===== src/rtl/hlt_ctl_pkg.sv =====
// Shared definitions for the halt controller: state codes, wake-cause codes
// and the wake-cause priority encoder.
package hlt_ctl_pkg;

    typedef logic [1:0] hlt_state_t;

    localparam hlt_state_t ST_RUN   = 2'd0;
    localparam hlt_state_t ST_DRAIN = 2'd1;
    localparam hlt_state_t ST_STOP  = 2'd2;
    localparam hlt_state_t ST_WAKE  = 2'd3;

    typedef enum logic [1:0] {
        WC_NONE = 2'b00,
        WC_INTR = 2'b01,
        WC_NMI  = 2'b10
    } wake_cause_e;

    // NMI outranks a maskable interrupt; a masked interrupt is not a cause.
    function automatic logic [1:0] wake_code(input logic nmi_pend,
                                             input logic intr_pend,
                                             input logic intr_en);
        logic [1:0] code;
        code = WC_NONE;
        if (nmi_pend) begin
            code = WC_NMI;
        end else if (intr_pend && intr_en) begin
            code = WC_INTR;
        end
        return code;
    endfunction

endpackage


===== src/rtl/hlt_cnt.sv =====
// Loadable down-counter with zero and one flags. Shared between the drain
// timeout and the resume pulse, which never run at the same time.
module hlt_cnt #(
    parameter int CNT_W = 5
) (
    input  logic             clk_in,
    input  logic             rst_n,
    input  logic             load,
    input  logic [CNT_W-1:0] load_val,
    input  logic             dec,
    output logic             zero,
    output logic             one
);

    logic [CNT_W-1:0] cnt;

    // Load has priority over decrement; decrement saturates at zero.
    always_ff @(posedge clk_in) begin
        if (!rst_n) begin
            cnt <= '0;
        end else if (load) begin
            cnt <= load_val;
        end else if (dec && (cnt != '0)) begin
            cnt <= cnt - CNT_W'(1);
        end
    end

    assign zero = (cnt == '0);
    assign one  = (cnt == CNT_W'(1));

endmodule


===== src/rtl/hlt_ctl.sv =====
// Halt controller: drains the pipeline after an HLT retirement, requests a
// clock stop, and on a wake event releases the stop with a forced-run pulse.
//
//   state | meaning
//   ------+------------------------------------------------------------
//   RUN   | core running, no halt in progress
//   DRAIN | HLT retired, waiting for pipe_empty or drain timeout
//   STOP  | clock stop requested, waiting for a wake event
//   WAKE  | stop released, resume_n held low for RESUME_CYCLES cycles
module hlt_ctl
    import hlt_ctl_pkg::*;
#(
    parameter int DRAIN_MAX     = 16,
    parameter int RESUME_CYCLES = 2,
    parameter int CNT_W         = 5
) (
    input  logic       clk_in,
    input  logic       rst_n,
    input  logic       hlt_req,
    input  logic       pipe_empty,
    input  logic       intr_pend,
    input  logic       intr_en,
    input  logic       nmi_pend,
    output logic       stop,
    output logic       resume_n,
    output logic       halted,
    output logic       hlt_done,
    output logic [1:0] wake_cause,
    output logic       drain_to
);

    hlt_state_t       state;
    hlt_state_t       state_nxt;
    logic             wake;
    logic [1:0]       cause_now;
    logic [1:0]       cause_nxt;
    logic             done_nxt;
    logic             to_nxt;
    logic             cnt_load;
    logic [CNT_W-1:0] cnt_load_val;
    logic             cnt_dec;
    logic             cnt_zero;
    logic             cnt_one;

    assign wake      = nmi_pend | (intr_pend & intr_en);
    assign cause_now = wake_code(nmi_pend, intr_pend, intr_en);

    hlt_cnt #(
        .CNT_W (CNT_W)
    ) u_cnt (
        .clk_in   (clk_in),
        .rst_n    (rst_n),
        .load     (cnt_load),
        .load_val (cnt_load_val),
        .dec      (cnt_dec),
        .zero     (cnt_zero),
        .one      (cnt_one)
    );

    // Next-state, counter control and next values of the pulse/cause outputs.
    always_comb begin
        state_nxt    = state;
        cause_nxt    = wake_cause;
        done_nxt     = 1'b0;
        to_nxt       = 1'b0;
        cnt_load     = 1'b0;
        cnt_load_val = '0;
        cnt_dec      = 1'b0;
        case (state)
            ST_RUN: begin
                if (hlt_req) begin
                    if (wake) begin
                        // Wake already pending: the HLT completes without stopping.
                        done_nxt  = 1'b1;
                        cause_nxt = cause_now;
                    end else begin
                        state_nxt    = ST_DRAIN;
                        cause_nxt    = WC_NONE;
                        cnt_load     = 1'b1;
                        cnt_load_val = CNT_W'(DRAIN_MAX);
                    end
                end
            end
            ST_DRAIN: begin
                // Abort on wake beats both the drain completing and the timeout.
                if (wake) begin
                    state_nxt = ST_RUN;
                    done_nxt  = 1'b1;
                    cause_nxt = cause_now;
                end else if (pipe_empty) begin
                    state_nxt = ST_STOP;
                end else if (cnt_zero) begin
                    state_nxt = ST_STOP;
                    to_nxt    = 1'b1;
                end else begin
                    cnt_dec = 1'b1;
                end
            end
            ST_STOP: begin
                if (wake) begin
                    state_nxt    = ST_WAKE;
                    cause_nxt    = cause_now;
                    cnt_load     = 1'b1;
                    cnt_load_val = CNT_W'(RESUME_CYCLES);
                end
            end
            ST_WAKE: begin
                // The pulse length is fixed once started; wake dropping is ignored.
                cnt_dec = 1'b1;
                if (cnt_one) begin
                    state_nxt = ST_RUN;
                    done_nxt  = 1'b1;
                end
            end
            default: begin
                state_nxt = ST_RUN;
            end
        endcase
    end

    // State and registered outputs, all decoded from the next state.
    always_ff @(posedge clk_in) begin
        if (!rst_n) begin
            state      <= ST_RUN;
            stop       <= 1'b0;
            resume_n   <= 1'b1;
            halted     <= 1'b0;
            hlt_done   <= 1'b0;
            wake_cause <= WC_NONE;
            drain_to   <= 1'b0;
        end else begin
            state      <= state_nxt;
            stop       <= (state_nxt == ST_STOP);
            resume_n   <= (state_nxt != ST_WAKE);
            halted     <= (state_nxt == ST_STOP) || (state_nxt == ST_WAKE);
            hlt_done   <= done_nxt;
            wake_cause <= cause_nxt;
            drain_to   <= to_nxt;
        end
    end

endmodule


===== config.mk =====
export PLATFORM = sky130hd
export DESIGN_NAME = hlt_ctl
export DESIGN_NICKNAME = d
export VERILOG_FILES = /design/src/rtl/hlt_ctl_pkg.sv /design/src/rtl/hlt_cnt.sv /design/src/rtl/hlt_ctl.sv
export SDC_FILE = /design/constraint.sdc
export NUM_CORES = 1
export LEC_CHECK = 0
export ABC_AREA = 1
export CORE_AREA = 2 2 44 46
export CTS_CLUSTER_SIZE = 12
export DETAILED_ROUTE_END_ITERATION = 6
export DIE_AREA = 0 0 46 48
export HOLD_SLACK_MARGIN = 0.06
export PLACE_DENSITY_LB_ADDON = 0.15
export SLEW_MARGIN = 40
export SYNTH_ARGS = -nofsm -noshare
export SYNTH_HDL_FRONTEND = slang
export SYNTH_SLANG_ARGS = --single-unit

===== constraint.sdc =====
create_clock -name clk_in -period 2.6 [get_ports clk_in]
set_input_delay 0.52 -clock clk_in [delete_from_list [all_inputs] [get_ports clk_in]]
set_output_delay 0.52 -clock clk_in [all_outputs]
set_load 0.01 [all_outputs]

==> flow_metrics.env, run 1 <==
export IMPL_die_area_um2=2210
export IMPL_cts_tree="built"
export IMPL_pwr_share_seq_pct=37.9
export IMPL_switching_share_pct=37.5
export IMPL_grt_overflow=0
export IMPL_end_kind="output pin"
export IMPL_syn2layout_area_growth_pct=20.6
export IMPL_combPwrFrac_pct=38.5
export IMPL_p_sw_uw=263
export IMPL_synth_xor_xnor_area_share_pct=0.963
export IMPL_cts_max_level=1
export IMPL_p_int_uw=438
export IMPL_ys_ff_latch=14
export IMPL_synth_mux_area_share_pct=0
export IMPL_finalSetupViolations=0
export IMPL_postSynthNetCount=130
export IMPL_antenna_found_initial=0
export IMPL_avgSynthCellArea_um2=7.91
export IMPL_critPathKind="flop to output pin"
export IMPL_fin_crit_ns=1.69
export IMPL_post_route_util_pct=65.0
export IMPL_syn_cell_area_um2=910
export IMPL_drtPass1Iterations=4
export IMPL_wl_per_cell_um=11.4
export IMPL_routed_wl_um=1710
export IMPL_port_buffers=13
export IMPL_placementRows=15
export IMPL_vias=771
export IMPL_final_common_cell="nand2_1"
export IMPL_place_area_um2=1060
export IMPL_path_cells="clkdlybuf4s50_1"
export IMPL_cts_root_buf="clkbuf_4"
export IMPL_leakage_nw=0.515
export IMPL_dr_wl_met3_um=65
export IMPL_fmax_ghz=0.592
export IMPL_worstPathArrival_ns=1.17
export IMPL_io_pin_count=14
export IMPL_grt_first_pass_wirelength_um=2770
export IMPL_wl_met2_um=818
export IMPL_hold_violations=0
export IMPL_rsz0062_at_grt="false"
export IMPL_drc_errors=0
export IMPL_n_antenna_cell=0
export IMPL_ys_seq_area_share_pct=30.8
export IMPL_power_frac_clock_pct=23.6
export IMPL_wl_met1_um=785
export IMPL_slowest_delay_ns=0.53
export IMPL_synth_cell_types=25
export IMPL_crit_slowest_cell="clkdlybuf4s50_1"
export IMPL_cts_buffers=3
export IMPL_avgViaCountPerCell=5.17
export IMPL_clk_path_buf_depth=2
export IMPL_layout_nets=148
export IMPL_postLayoutCellArea_um2=1100
export IMPL_synthCells=115
export IMPL_yosysWarnings=0
export IMPL_initial_core_util_pct=53.9
export IMPL_place_gp_congestion=0.840
export IMPL_cts_resized=0
export IMPL_finalCritPeriodShare_pct=64.9
export IMPL_yosys_area_share_simple_pct=41.7
export IMPL_die_h_um=48
export IMPL_ctsHoldBuffers=0
export IMPL_grt_max_degree=9
export IMPL_status="finished clean"
export IMPL_crit_family="buffers and inverters"
export IMPL_cp_required_ns=2.08
export IMPL_p_per_area_nw_per_um2=639
export IMPL_peakVddDrop_mv=0.466
export IMPL_ant_nets=0
export IMPL_max_slew_margin_rel_pct=78.9
export IMPL_cp_start_kind="flop"
export IMPL_synth_compound_area_share_pct=8.12
export IMPL_hp_class="flop to flop"
export IMPL_clkSlewWorstSetupHoldPaths_ns=0.09
export IMPL_drtIter0Drc=16
export IMPL_grt_usage_pct=18.1
export IMPL_critPathBufInv=1
export IMPL_grt_pass1_vias=726
export IMPL_maxSlewViolCount=0
export IMPL_fin_setup_tns_ns=0
export IMPL_final_cell_mix="22 x nand2_1, 14 x dfxtp_1, 13 x clkdlybuf4s50_1, 12 x inv_1, 12 x nor2_1"
export IMPL_cp_max_fo=2
export IMPL_die_w_um=46
export IMPL_coreArea_um2=1690
export IMPL_maxCapViolCount=0
export IMPL_n_fill_cell=153
export IMPL_cts_num_sinks=14
export IMPL_insertion_delay_ns=0.30
export IMPL_worst_pin_slew_ns=0.316
export IMPL_synthAdderAreaFrac_pct=11.0
export IMPL_synth_top_family_by_area="simple AND/OR/NAND/NOR gates"
export IMPL_post_dp_hpwl_um=1320
export IMPL_finClkSkew_ns=0.00293
export IMPL_drive_gt1_share_pct=22.7
export IMPL_dr_max_layer_used="met4"
export IMPL_cts_setup_buffers=0
==> path summary, 6_finish.rpt <==
kind / from / endpoint / slack (ns) / cells after the start
setup / recovery: wake_cause[0]$_SDFFE_PN0P_ / wake_cause[0] / 0.91 / 1
hold / removal: wake_cause[0]$_SDFFE_PN0P_ / wake_cause[0]$_SDFFE_PN0P_ / 0.47 / 2
setup reg to reg: state[0]$_SDFF_PN0_ / wake_cause[0]$_SDFFE_PN0P_ / 1.06 / 9
hold reg to reg: wake_cause[0]$_SDFFE_PN0P_ / wake_cause[0]$_SDFFE_PN0P_ / 0.47 / 2
==> cell type report <==
| type | instances | area [um2] | share of cell area (%) |
|---|---|---|---|
| clock buffers | 4 | 36.3 | 3.31 |
| inverters | 18 | 67.6 | 6.16 |
| multi-input cells | 83 | 562 | 51.2 |
| flip-flops and latches | 14 | 280 | 25.5 |
| well taps | 17 | 21.3 | 1.94 |
| repair buffers | 13 | 130 | 11.9 |
==> routing by layer <==
layer | track usage [%] | vias to the layer above
met3 | 3.40 | 5
met1 | 19.4 | 352
met2 | 33.1 | 17
met4 | 10.3 | 0
met5 | 0 | -
li1 | - | 397
==> kinds of logic after synthesis <==
logic type / Yosys count
AOI/OAI and AO/OA: 10
xor gates and xnor gates: 1
adders and majority gates: 8
buffers and inverters: 18
DFF: 14
and+or+nand+nor: 64
==> power by group through the flow <==
stage	Clock (mW)	Combinational, mW	Sequential, mW
final	0.166	0.270	0.265
after global routing	0.172	0.301	0.269
after CTS	0.165	0.271	0.266
after detailed placement	0	0.268	0.271
after global placement	0	0.263	0.270
after floorplan	0	0.189	0.273
==> sequential cells by signal, indices dropped and copies added, names as in the netlist <==
register / cells
resume_n: 1
stop: 1
drain_to: 1
hlt_done: 1
state: 2
u_cnt.cnt: 5
wake_cause: 2
halted: 1
==> per-stage QoR <==
stage	hold slack [ns]	total power [mW]	setup WS, ns	cells
3_5_place_dp	0.462	0.539	0.763	145
6_report	0.473	0.701	0.911	149
4_1_cts	0.477	0.701	0.907	149
3_3_place_gp	0.461	0.533	0.778	145
5_1_grt	0.507	0.742	0.872	149
2_1_floorplan	0.487	0.462	1.28	115
==> synth_stat cells, drive strengths merged <==
cell	count	share of area, %
a211oi	1	0.83
a21boi	1	1.2
a21oi	8	6.1
dfxtp	14	31
ha	8	11
inv	18	7.4
nand2	30	18
nand3	9	6.9
nand4	2	1.4
nor2	18	12
nor3	4	2.8
nor4	1	0.69
xor2	1	0.96
Note: power is estimated with default switching activity, not from simulation.
==> run 2: changes to the inputs <==
CORE_AREA = 2 2 45 47   (was 2 2 44 46)
DIE_AREA = 0 0 47 49   (was 0 0 46 48)
clock period = 1.6 ns   (was 2.6 ns; I/O delays follow)
==> run 2 against run 1 <==
Against the previous run: clock-buffer cell count did not move; first-iteration DRC count down 75%; power is 63% higher; die area is 4.3% higher; clock power increased by 56%; critical endpoint is now wake_cause[1]; largest cell class unchanged; highest routed layer unchanged.
==> flow_metrics.env, run 2 (synthesized netlist as in run 1, its figures left out) <==
export IMPL_final_cell_count_no_fill=164
export IMPL_drive_gt1_share_pct=27.0
export IMPL_hold_violations=0
export IMPL_cp_required_ns=1.28
export IMPL_final_common_cell="nand2_1"
export IMPL_cts_setup_buffers=0
export IMPL_place_gp_congestion=0.860
export IMPL_largest_register="u_cnt.cnt"
export IMPL_routed_wl_um=1620
export IMPL_hp_class="flop to flop"
export IMPL_grt_overflow=0
export IMPL_cts_num_sinks=14
export IMPL_maxSlewViolCount=0
export IMPL_finClkSkew_ns=0.000631
export IMPL_post_place_cells=160
export IMPL_worst_pin_slew_ns=0.247
export IMPL_postLayoutCellArea_um2=1150
export IMPL_grt_first_pass_wirelength_um=2800
export IMPL_place_area_um2=1110
export IMPL_final_cell_mix="22 x nand2_1, 13 x dfxtp_1, 13 x clkdlybuf4s50_1, 12 x inv_1, 11 x nor2_1"
export IMPL_fin_setup_tns_ns=0
export IMPL_layout_nets=153
export IMPL_finalCritPeriodShare_pct=92.4
export IMPL_r2r_start="state[1]$_SDFF_PN0_"
export IMPL_syn2layout_area_growth_pct=26.5
export IMPL_slowest_delay_ns=0.54
export IMPL_ant_nets=0
export IMPL_cts_tree="built"
export IMPL_cp_max_fo=2
export IMPL_drtIter0Drc=4
export IMPL_antenna_found_initial=0
export IMPL_vias=765
export IMPL_clkSlewWorstSetupHoldPaths_ns=0.09
export IMPL_crit_family="buffers and inverters"
export IMPL_grt_pass1_vias=734
export IMPL_die_h_um=49
export IMPL_rsz0062_at_grt="false"
export IMPL_grt_usage_pct=17.1
export IMPL_port_buffers=13
export IMPL_ctsHoldBuffers=0
export IMPL_cts_root_buf="clkbuf_4"
export IMPL_die_area_um2=2300
export IMPL_crit_slowest_cell="clkdlybuf4s50_1"
export IMPL_crit_path_start="wake_cause[1]$_SDFFE_PN0P_"
export IMPL_maxCapViolCount=0
export IMPL_cp_start_kind="flop"
export IMPL_wl_per_cell_um=9.90
export IMPL_insertion_delay_ns=0.28
export IMPL_coreArea_um2=1840
export IMPL_status="finished clean"
export IMPL_largest_reg_flops=5
export IMPL_io_pin_count=14
export IMPL_drtPass1Iterations=4
export IMPL_die_w_um=47
export IMPL_end_kind="output pin"
export IMPL_largestRegisters="u_cnt.cnt: 5 flops, state: 2 flops, wake_cause: 2 flops"
export IMPL_n_antenna_cell=0
export IMPL_clk_path_buf_depth=2
export IMPL_fmax_ghz=0.676
export IMPL_p_per_area_nw_per_um2=994
export IMPL_fin_crit_ns=1.48
export IMPL_worstPathArrival_ns=1.16
export IMPL_drc_errors=0
export IMPL_avgViaCountPerCell=4.66
export IMPL_finalSetupViolations=0
export IMPL_fin_ws_ns=0.122
export IMPL_cts_max_level=1
export IMPL_n_fill_cell=165
export IMPL_path_cells="clkdlybuf4s50_1"
export IMPL_hp_start="wake_cause[0]$_SDFFE_PN0P_"
export IMPL_post_dp_hpwl_um=1380
export IMPL_finalPower_mw=1.14
export IMPL_pre_cts_slack_ns=-0.0352
export IMPL_critPathBufInv=1
export IMPL_placementRows=16
export IMPL_max_slew_margin_rel_pct=83.5
export IMPL_initial_core_util_pct=49.4
export IMPL_leakage_nw=0.540
export IMPL_grt_max_degree=9
export IMPL_peakVddDrop_mv=0.586
export IMPL_critPathKind="flop to output pin"
export IMPL_cts_buffers=3
==> run 2: cell types whose count changed in the layout (fill, tap and decap cells not counted), sizes merged <==
cell / change
buf: +5
==> run 2: stage by stage <==
stage / utilization [%] / hold WS, ns
2_1_floorplan: - / 0.395
3_3_place_gp: 60.3 / 0.456
3_5_place_dp: 60.3 / 0.458
4_1_cts: 62.3 / 0.474
5_1_grt: 62.5 / 0.522
6_report: 62.5 / 0.469
==> run 2: worst min-delay path, cell delays in order, from the launching register on <==
cell and delay (ns):
dfxtp_1 0.32, nand2_1 0.06, a21oi_1 0.05
==> run 2: path summary, 6_finish.rpt <==
| kind | to | slack [ns] | cells past startpoint |
|---|---|---|---|
| worst max register to register | wake_cause[0]$_SDFFE_PN0P_ | 0.18 | 9 |
| worst min-delay path | wake_cause[0]$_SDFFE_PN0P_ | 0.47 | 2 |
| worst min register to register | wake_cause[0]$_SDFFE_PN0P_ | 0.47 | 2 |
| worst max-delay path | wake_cause[1] | 0.12 | 1 |
==> run 2: what timing repair did <==
action | CTS | global route
setup endpoints to repair | 0 | 1
hold endpoints to repair | 0 | 0
gates resized for setup | 0 | 2
==> run 2: layout make-up <==
cell class / instances / area, um2 / share of cell area [%]
sequential: 14 / 282 / 24.5
tap: 27 / 33.8 / 2.93
timing repair buffer: 18 / 168 / 14.6
clock buffer: 4 / 36.3 / 3.15
multi-input combinational: 83 / 564 / 49.0
inverter: 18 / 67.6 / 5.87
==> run 2: where the power goes <==
group          leakage, nW  switching [mW]  internal [mW]
logic                0.404           0.262          0.196
registers            0.115          0.0323          0.395
clock network       0.0210           0.120          0.139
==> run 2: layer usage <==
metal	share of wire, %	wire [um]	track usage, %	up-vias
met2	48	786	26.7	18
met4	1.8	30	9.72	0
met3	5.2	85	4.07	4
met1	44	721	20.5	332
li1	-	-	-	411
met5	0	0	0	-
==> run 3: changes to the inputs <==
CORE_AREA = 2 2 44 46   (was 2 2 45 47)
CTS_BUF_LIST = sky130_fd_sc_hd__clkbuf_8   (was not set)
DIE_AREA = 0 0 46 48   (was 0 0 47 49)
GPL_TIMING_DRIVEN = 0   (was not set)
==> run 3 against run 2 <==
Against the previous run: power rose by 6.7%; fmax rose by 2.2%; worst hold slack improved by 0.010 ns; critical path type is now flop to flop.
==> flow_metrics.env, run 3 (synthesized netlist as in run 1, its figures left out) <==
export IMPL_largest_register="u_cnt.cnt"
export IMPL_cts_tree="built"
export IMPL_grt_overflow=0
export IMPL_layout_nets=148
export IMPL_maxCapViolCount=0
export IMPL_ctsHoldBuffers=0
export IMPL_drtPass1Iterations=4
export IMPL_hp_class="flop to flop"
export IMPL_die_area_um2=2210
export IMPL_avgViaCountPerCell=5.09
export IMPL_final_common_cell="nand2_1"
export IMPL_hold_violations=0
export IMPL_initial_core_util_pct=53.9
export IMPL_grt_max_degree=9
export IMPL_crit_family="simple AND/OR/NAND/NOR gates"
export IMPL_syn2layout_area_growth_pct=23.2
export IMPL_cp_required_ns=1.77
export IMPL_maxSlewViolCount=0
export IMPL_finalSetupViolations=0
export IMPL_crit_slowest_cell="dfxtp_2"
export IMPL_antenna_found_initial=0
export IMPL_rsz0062_at_grt="false"
export IMPL_largest_reg_flops=5
export IMPL_max_slew_margin_rel_pct=79.3
export IMPL_placementRows=15
export IMPL_leakage_nw=0.522
export IMPL_end_kind="flop"
export IMPL_wl_per_cell_um=11.6
export IMPL_clkSlewWorstSetupHoldPaths_ns=0.06
export IMPL_routed_wl_um=1730
export IMPL_clk_path_buf_depth=2
export IMPL_cts_root_buf="clkbuf_8"
export IMPL_drc_errors=0
export IMPL_finalPower_mw=1.22
export IMPL_worst_pin_slew_ns=0.310
export IMPL_cts_setup_buffers=0
export IMPL_n_antenna_cell=0
export IMPL_finalCritPeriodShare_pct=90.4
export IMPL_io_pin_count=14
export IMPL_cts_buffers=3
export IMPL_p_per_area_nw_per_um2=1090
export IMPL_cts_num_sinks=14
export IMPL_largestRegisters="u_cnt.cnt: 5 flops, state: 2 flops, wake_cause: 2 flops"
export IMPL_path_cells="inv_1 -> ha_1 -> inv_2 -> nor2_1 -> nor2_2 -> nand2_1 -> nor2_1 -> nand3_1 -> a21oi_1"
export IMPL_status="finished clean"
export IMPL_grt_usage_pct=18.0
export IMPL_cts_resized=0
export IMPL_cts_max_level=1
export IMPL_place_gp_congestion=0.818
export IMPL_grt_first_pass_wirelength_um=2840
export IMPL_worstPathArrival_ns=1.62
export IMPL_fmax_ghz=0.691
export IMPL_critPathKind="flop to flop"
export IMPL_peakVddDrop_mv=0.571
export IMPL_drive_gt1_share_pct=25.8
export IMPL_post_dp_hpwl_um=1360
export IMPL_critPathBufInv=2
export IMPL_ant_nets=0
export IMPL_port_buffers=13
export IMPL_coreArea_um2=1690
export IMPL_cp_start_kind="flop"
export IMPL_vias=758
export IMPL_drtIter0Drc=19
export IMPL_grt_pass1_vias=714
export IMPL_post_route_util_pct=66.4
export IMPL_finClkSkew_ns=0.00552
export IMPL_final_cell_mix="22 x nand2_1, 13 x clkdlybuf4s50_1, 12 x dfxtp_1, 11 x inv_1, 11 x nor2_1"
export IMPL_fin_crit_ns=1.45
export IMPL_path_common_cell="nor2_1"
export IMPL_cp_max_fo=5
export IMPL_slowest_delay_ns=0.38
export IMPL_die_w_um=46
export IMPL_die_h_um=48
export IMPL_insertion_delay_ns=0.24
-- run 3: final cells by class --
cell class              count  area (um2)
clock buffers               4        55.1
fillers                   146         568
inverters                  18        67.6
multi-input cells          83         564
flip-flops and latches     14         283
well taps                  17        21.3
repair buffers             13         130
-- run 3: layer usage --
metal / up-vias / GRT usage [%] / wire length [um]
li1: 399 / - / -
met2: 21 / 33.3 / 859
met4: 0 / 5.14 / 12
met5: - / 0 / 0
met3: 2 / 3.40 / 97
met1: 336 / 21.1 / 763
-- run 3: worst paths after layout --
check / from / to / slack (ns) / cells after the start
worst max-delay path: state[0]$_SDFF_PN0_ / wake_cause[0]$_SDFFE_PN0P_ / 0.15 / 9
worst min-delay path: wake_cause[0]$_SDFFE_PN0P_ / wake_cause[0]$_SDFFE_PN0P_ / 0.48 / 2
worst min register to register: wake_cause[0]$_SDFFE_PN0P_ / wake_cause[0]$_SDFFE_PN0P_ / 0.48 / 2
worst max register to register: state[0]$_SDFF_PN0_ / wake_cause[0]$_SDFFE_PN0P_ / 0.15 / 9
-- run 3: power breakdown --
group          switching (mW)  total, mW  internal (mW)
sequential             0.0371      0.434          0.397
clock                   0.127      0.345          0.218
combinational           0.261      0.442          0.181
total                   0.425       1.22          0.796
-- run 3: stage by stage --
stage / area [um2] / TNS, ns / hold WS (ns) / instances / setup WS, ns
after floorplan: 910 / 0 / 0.395 / 115 / 0.280
after global placement: 1060 / -0.0425 / 0.456 / 145 / -0.0290
after detailed placement: 1060 / -0.196 / 0.472 / 145 / -0.0595
after CTS: 1120 / 0 / 0.483 / 149 / 0.0192
after global routing: 1120 / 0 / 0.497 / 149 / 0.00162
final: 1120 / 0 / 0.480 / 149 / 0.154
-- run 3: worst min-delay path, stage by stage (launching register included) --
cell     delay (ns)
dfxtp_1        0.31
nand2_1        0.06
a21oi_1        0.06
